**src/rtl/wb_burst_arbiter.sv**
```systemverilog
// Round-robin Wishbone arbiter: NUM_MASTERS masters share one slave port.
// A grant is held for the whole bus cycle, bursts included. An access the
// slave does not answer within TIMEOUT cycles is terminated with an error.
module wb_burst_arbiter #(
  parameter int NUM_MASTERS = 4,
  parameter int aw          = 32,
  parameter int dw          = 32,
  parameter int TIMEOUT     = 256
) (
  input  logic                      wb_clk_i,
  input  logic                      wb_rst_i,
  input  logic [NUM_MASTERS*aw-1:0] m_adr_i,
  input  logic [NUM_MASTERS*dw-1:0] m_dat_i,
  input  logic [NUM_MASTERS*dw/8-1:0] m_sel_i,
  input  logic [NUM_MASTERS-1:0]    m_we_i,
  input  logic [NUM_MASTERS-1:0]    m_cyc_i,
  input  logic [NUM_MASTERS-1:0]    m_stb_i,
  input  logic [NUM_MASTERS*3-1:0]  m_cti_i,
  input  logic [NUM_MASTERS*2-1:0]  m_bte_i,
  output logic [dw-1:0]             m_dat_o,
  output logic [NUM_MASTERS-1:0]    m_ack_o,
  output logic [NUM_MASTERS-1:0]    m_err_o,
  output logic [NUM_MASTERS-1:0]    m_rty_o,
  output logic [aw-1:0]             s_adr_o,
  output logic [dw-1:0]             s_dat_o,
  output logic [dw/8-1:0]           s_sel_o,
  output logic                      s_we_o,
  output logic                      s_cyc_o,
  output logic                      s_stb_o,
  output logic [2:0]                s_cti_o,
  output logic [1:0]                s_bte_o,
  input  logic [dw-1:0]             s_dat_i,
  input  logic                      s_ack_i,
  input  logic                      s_err_i,
  input  logic                      s_rty_i,
  output logic [NUM_MASTERS-1:0]    grant_o
);

  localparam int IW = (NUM_MASTERS > 1) ? $clog2(NUM_MASTERS) : 1;
  localparam int CW = $clog2(TIMEOUT) + 1;
  localparam int SW = dw / 8;

  typedef enum logic {IDLE, BUSY} state_t;

  state_t                 r_state, w_state_nxt;
  logic [NUM_MASTERS-1:0] r_grant, w_grant_nxt;
  logic [IW-1:0]          r_last, w_last_nxt;
  logic [IW-1:0]          r_idx, w_idx_nxt;
  logic [CW-1:0]          r_cnt, w_cnt_nxt;
  logic                   r_err, w_err_nxt;

  logic          w_found;
  logic [IW-1:0] w_pick;
  logic [IW-1:0] w_cand;
  logic          w_busy;
  logic          w_cyc_g;
  logic          w_stb_g;
  logic          w_resp;
  logic          w_stb_out;
  logic          w_to;

  assign w_busy    = (r_state == BUSY);
  assign w_cyc_g   = m_cyc_i[r_idx];
  assign w_stb_g   = m_stb_i[r_idx];
  assign w_resp    = s_ack_i | s_err_i | s_rty_i;
  // The cycle carrying the timeout error withdraws the strobe from the slave.
  assign w_stb_out = w_busy & w_stb_g & ~r_err;
  assign w_to      = w_stb_out & ~w_resp & (r_cnt == CW'(TIMEOUT - 1));
  assign m_dat_o   = s_dat_i;
  assign grant_o   = r_grant;

  // Round-robin search starting just after the last granted master.
  always_comb begin
    w_found = 1'b0;
    w_pick  = '0;
    w_cand  = '0;
    for (int unsigned i = 0; i < NUM_MASTERS; i++) begin
      w_cand = IW'((32'(r_last) + 32'd1 + i) % 32'(NUM_MASTERS));
      if (!w_found && m_cyc_i[w_cand]) begin
        w_found = 1'b1;
        w_pick  = w_cand;
      end
    end
  end

  // Next-state, grant, pointer and timeout counter.
  always_comb begin
    w_state_nxt = r_state;
    w_grant_nxt = r_grant;
    w_last_nxt  = r_last;
    w_idx_nxt   = r_idx;
    w_cnt_nxt   = '0;
    w_err_nxt   = 1'b0;
    case (r_state)
      IDLE: begin
        if (w_found) begin
          w_state_nxt         = BUSY;
          w_grant_nxt         = '0;
          w_grant_nxt[w_pick] = 1'b1;
          w_last_nxt          = w_pick;
          w_idx_nxt           = w_pick;
        end
      end
      BUSY: begin
        if (!w_cyc_g) begin
          w_state_nxt = IDLE;
          w_grant_nxt = '0;
        end else begin
          w_err_nxt = w_to;
          if (w_stb_out && !w_resp && !w_to)
            w_cnt_nxt = r_cnt + CW'(1);
        end
      end
      default: begin
        w_state_nxt = IDLE;
        w_grant_nxt = '0;
      end
    endcase
  end

  // State registers with asynchronous active-low reset.
  always_ff @(posedge wb_clk_i or negedge wb_rst_i) begin
    if (!wb_rst_i) begin
      r_state <= IDLE;
      r_grant <= '0;
      r_last  <= IW'(NUM_MASTERS - 1);
      r_idx   <= '0;
      r_cnt   <= '0;
      r_err   <= 1'b0;
    end else begin
      r_state <= w_state_nxt;
      r_grant <= w_grant_nxt;
      r_last  <= w_last_nxt;
      r_idx   <= w_idx_nxt;
      r_cnt   <= w_cnt_nxt;
      r_err   <= w_err_nxt;
    end
  end

  // Slave port mux and per-master terminations for the granted master.
  always_comb begin
    s_adr_o = '0;
    s_dat_o = '0;
    s_sel_o = '0;
    s_we_o  = 1'b0;
    s_cyc_o = 1'b0;
    s_stb_o = 1'b0;
    s_cti_o = '0;
    s_bte_o = '0;
    m_ack_o = '0;
    m_err_o = '0;
    m_rty_o = '0;
    if (w_busy) begin
      s_adr_o        = m_adr_i[r_idx*aw +: aw];
      s_dat_o        = m_dat_i[r_idx*dw +: dw];
      s_sel_o        = m_sel_i[r_idx*SW +: SW];
      s_we_o         = m_we_i[r_idx];
      s_cyc_o        = w_cyc_g;
      s_stb_o        = w_stb_out;
      s_cti_o        = m_cti_i[r_idx*3 +: 3];
      s_bte_o        = m_bte_i[r_idx*2 +: 2];
      m_ack_o[r_idx] = s_ack_i & w_stb_g;
      m_err_o[r_idx] = (s_err_i & w_stb_g) | (r_err & ~s_ack_i);
      m_rty_o[r_idx] = s_rty_i & w_stb_g;
    end
  end

endmodule

```
**config.mk**
```make
export PLATFORM = sky130hd
export DESIGN_NAME = wb_burst_arbiter
export DESIGN_NICKNAME = d
export VERILOG_FILES = /design/src/rtl/wb_burst_arbiter.sv
export SDC_FILE = /design/constraint.sdc
export NUM_CORES = 1
export LEC_CHECK = 0
export ABC_AREA = 1
export CAP_MARGIN = 20
export CORE_AREA = 2 2 181 183
export DETAILED_ROUTE_END_ITERATION = 12
export DIE_AREA = 0 0 183 185
export PLACE_DENSITY = 0.42
export SETUP_SLACK_MARGIN = 0.3
export SYNTH_ARGS = -nofsm -noshare
export SYNTH_HDL_FRONTEND = slang
export SYNTH_SLANG_ARGS = --single-unit
```
**constraint.sdc**
```tcl
create_clock -name wb_clk_i -period 2.97 [get_ports wb_clk_i]
set_input_delay 0.594 -clock wb_clk_i [delete_from_list [all_inputs] [get_ports wb_clk_i]]
set_output_delay 0.594 -clock wb_clk_i [all_outputs]
set_load 0.02 [all_outputs]
```
==> out/results.tsv <==
metric	value	unit
FILL cells	3567	
Overflow after GRT	0	
drc violations	0	
register area share after synthesis	14.5	%
vias in the first global route	5032	
Post-synth top flop	dfrtp_1	
critical path type	reg2out	
top cells by area, synth	a22oi_1 (34%), dfrtp_1 (13%), a21oi_1 (12%), buf_4 (7.5%), nand2_1 (7.2%)	
cts-stage hold buffer count	0	
largest net degree at the start of global routing	51	
RSZ-0062 raised after global routing	yes	
io pins	465	
MaxCap Viol Count	0	
vias post-DR	5160	
logic gate share of total power	89.0	%
via/cell ratio	4.13	
worst slew pin tran	846	ps
# clock sinks	19	
Synthesis Warnings	0	
clk root buf	clkbuf_16	
Post-Syn Instances	490	
Clock Skew	2.29	ps
VDD IR-drop max	0.369	mV
final hold vios	0	
cell with the most instances after synthesis	a22oi_1	
share of cells above drive strength 1	11.7	%
status	finished, final reports clean	
drt initial violations	241	
sw power	3510	µW
Clock Tree Buf Depth	2	
nets	1184	
min cycle time layout	2590	ps
starting density of the core	10.3	%
Mapped Nets	833	
pwr dens	814	mW/mm²
Worst Setup Slack, final	378	ps
post-DP HPWL	18300	µm
final instance area	0.00755	mm²
Slew Limit Fails	0	
synth-to-layout area growth	130	%
die height	185	µm
nature of the critical path startpoint	register	
P_leak	0.00302	µW
Hold WC Path Type	reg2reg	
TritonCTS clock tree	yes	
Mapped Area	0.00329	mm²
placed cells	1239	
final setup violation count	0	
row count	66	
Net Sw Frac	57.2	%
first-pass GRT wire length	32000	µm
GP Congestion	0.752	
H-tree levels	1	
crit end category	output pin	
DP Worst Slack	-29.7	ps
Commonest cells post-synth	a22oi_1 (148), a21oi_1 (76), nand2_1 (63), buf_4 (33), nor2_1 (29)	
Seq cells post-synth	19	
clk_lat worst skew	250	ps
post-synth cell types	33	
Port-buffer cells	400	
placed inst area	0.00760	mm²
area of the core	0.0320	mm²
Req. time, crit path	2380	ps
Mean Syn Cell Area	6.71	µm²
Final Cycle Share	87.3	%
Async SR Flop Fraction	100	%
register share of total power	6.6	%
part of the power in the clock network	4.4	%
Pint	2630	µW
largest area contributor in the netlist	a22oi_1	
Pre-Repair DR Iteration Count	4	
Rel. slew slack	43.4	%
Crit Path Max Fanout	21	
post-route insts no fill	1249	
flop2flop setup slack	1050	ps
total CTS buffers	3	
FMAX	386	MHz
CTS clk-pin slew, worst paths	50	ps
die area	0.0339	mm²
number of enable flip-flop cells after synthesis	0	
Synth top area share	33.8	%
Final ANT Viol Nets	0	
WL final	23200	µm
initial antenna violation count	1	
Avg WL per Cell	18.6	µm
Die X	183	µm
Total GRT Usage	12.3	%
critical path arrival	2000	ps
==> stage by stage <==
stage / utilization (%) / TNS [ps] / hold WS (ps) / power, µW
floorplan: - / 0 / 298 / 3530
global placement: 23.7 / -33.5 / 459 / 6330
detailed placement: 23.7 / -29.7 / 464 / 6290
CTS: 23.9 / 0 / 471 / 6270
global route: 23.6 / 0 / 502 / 6620
finish: 23.6 / 0 / 464 / 6150
==> worst max-delay path, stage by stage, from the launching register on <==
cell and delay [ps]:
dfrtp_1 400, buf_4 150, nor2_4 120, buf_4 140, buf_12 160, nand2_1 70, nand4_1 170, nand2_1 140
nor2_1 110, clkdlybuf4s15_2 280
==> layout make-up <==
cell class | count | area, µm² | area share (%)
diodes | 1 | 2.50 | 0.0331
inverters | 21 | 81.3 | 1.08
clock buffers | 3 | 75.1 | 0.994
repair buffers | 421 | 4100 | 54.3
well taps | 408 | 510 | 6.76
clock inverters | 1 | 5.00 | 0.0663
flip-flops and latches | 19 | 478 | 6.33
multi-input cells | 375 | 2300 | 30.4
==> sequential cells by signal, indices dropped and copies added (netlist names) <==
signal,count
r_cnt,9
grant_o,4
r_idx,2
r_last,2
r_err,1
r_state,1
==> worst paths after layout <==
path / startpoint / to / depth (start not counted)
min in group asynchronous: wb_rst_i / grant_o[1]$_DFFE_PN0P_ / 1
worst max-delay path: r_idx[1]$_DFFE_PN0P_ / m_ack_o[0] / 9
worst min-delay path: r_cnt[0]$_DFF_PN0_ / r_cnt[0]$_DFF_PN0_ / 1
max in group asynchronous: wb_rst_i / r_cnt[0]$_DFF_PN0_ / 1
worst max register to register: r_idx[1]$_DFFE_PN0P_ / r_cnt[0]$_DFF_PN0_ / 10
worst min register to register: r_cnt[0]$_DFF_PN0_ / r_cnt[0]$_DFF_PN0_ / 1
==> per-layer routing <==
| metal | track usage, % | up-vias | wire length (µm) |
|---|---|---|---|
| met5 | 0 | - | 0 |
| met4 | 1.41 | 0 | 266 |
| met3 | 3.05 | 13 | 2090 |
| met2 | 20.6 | 261 | 10900 |
| met1 | 16.3 | 2397 | 9960 |
| li1 | - | 2489 | - |
==> cell usage in the layout (no fill, tap or decap), drive strengths merged <==
master / instances
clkdlybuf4s50: 312
a22oi: 148
nand2: 78
a21oi: 76
dlygate4sd2: 48
clkbuf: 34
nor2: 32
inv: 21
buf: 21
dfrtp: 17
nand3: 17
clkdlybuf4s15: 7
o21ai: 5
xor2: 4
nand3b: 4
nand4: 3
xnor2: 2
ha: 2
dfstp: 2
diode: 1
or2: 1
nor3: 1
nor3b: 1
and3: 1
clkinv: 1
bufbuf: 1
dlymetal6s2s: 1
==> power groups by stage <==
stage	clock network, µW	logic, µW	registers (µW)
final	271	5470	404
after global routing	298	5910	415
after CTS	281	5580	404
after detailed placement	0	5880	411
after global placement	0	5920	412
after floorplan	0	3150	378
==> repair_timing <==
item,in CTS,in global routing
pin swaps,1,1
gates resized for setup,97,66
setup endpoints to repair,87,39
setup buffers,3,1
gates cloned,1,0
==> kinds of logic after synthesis <==
logic type / after synthesis / synth area share, %
xor gates and xnor gates: 6 / 1.60
DFF: 19 / 14.5
and+or+nand+nor: 138 / 20.7
adders and majority gates: 2 / 0.761
buffers and inverters: 96 / 16.0
AOI/OAI and AO/OA: 229 / 46.3
Power figures use the tool's default switching activity.
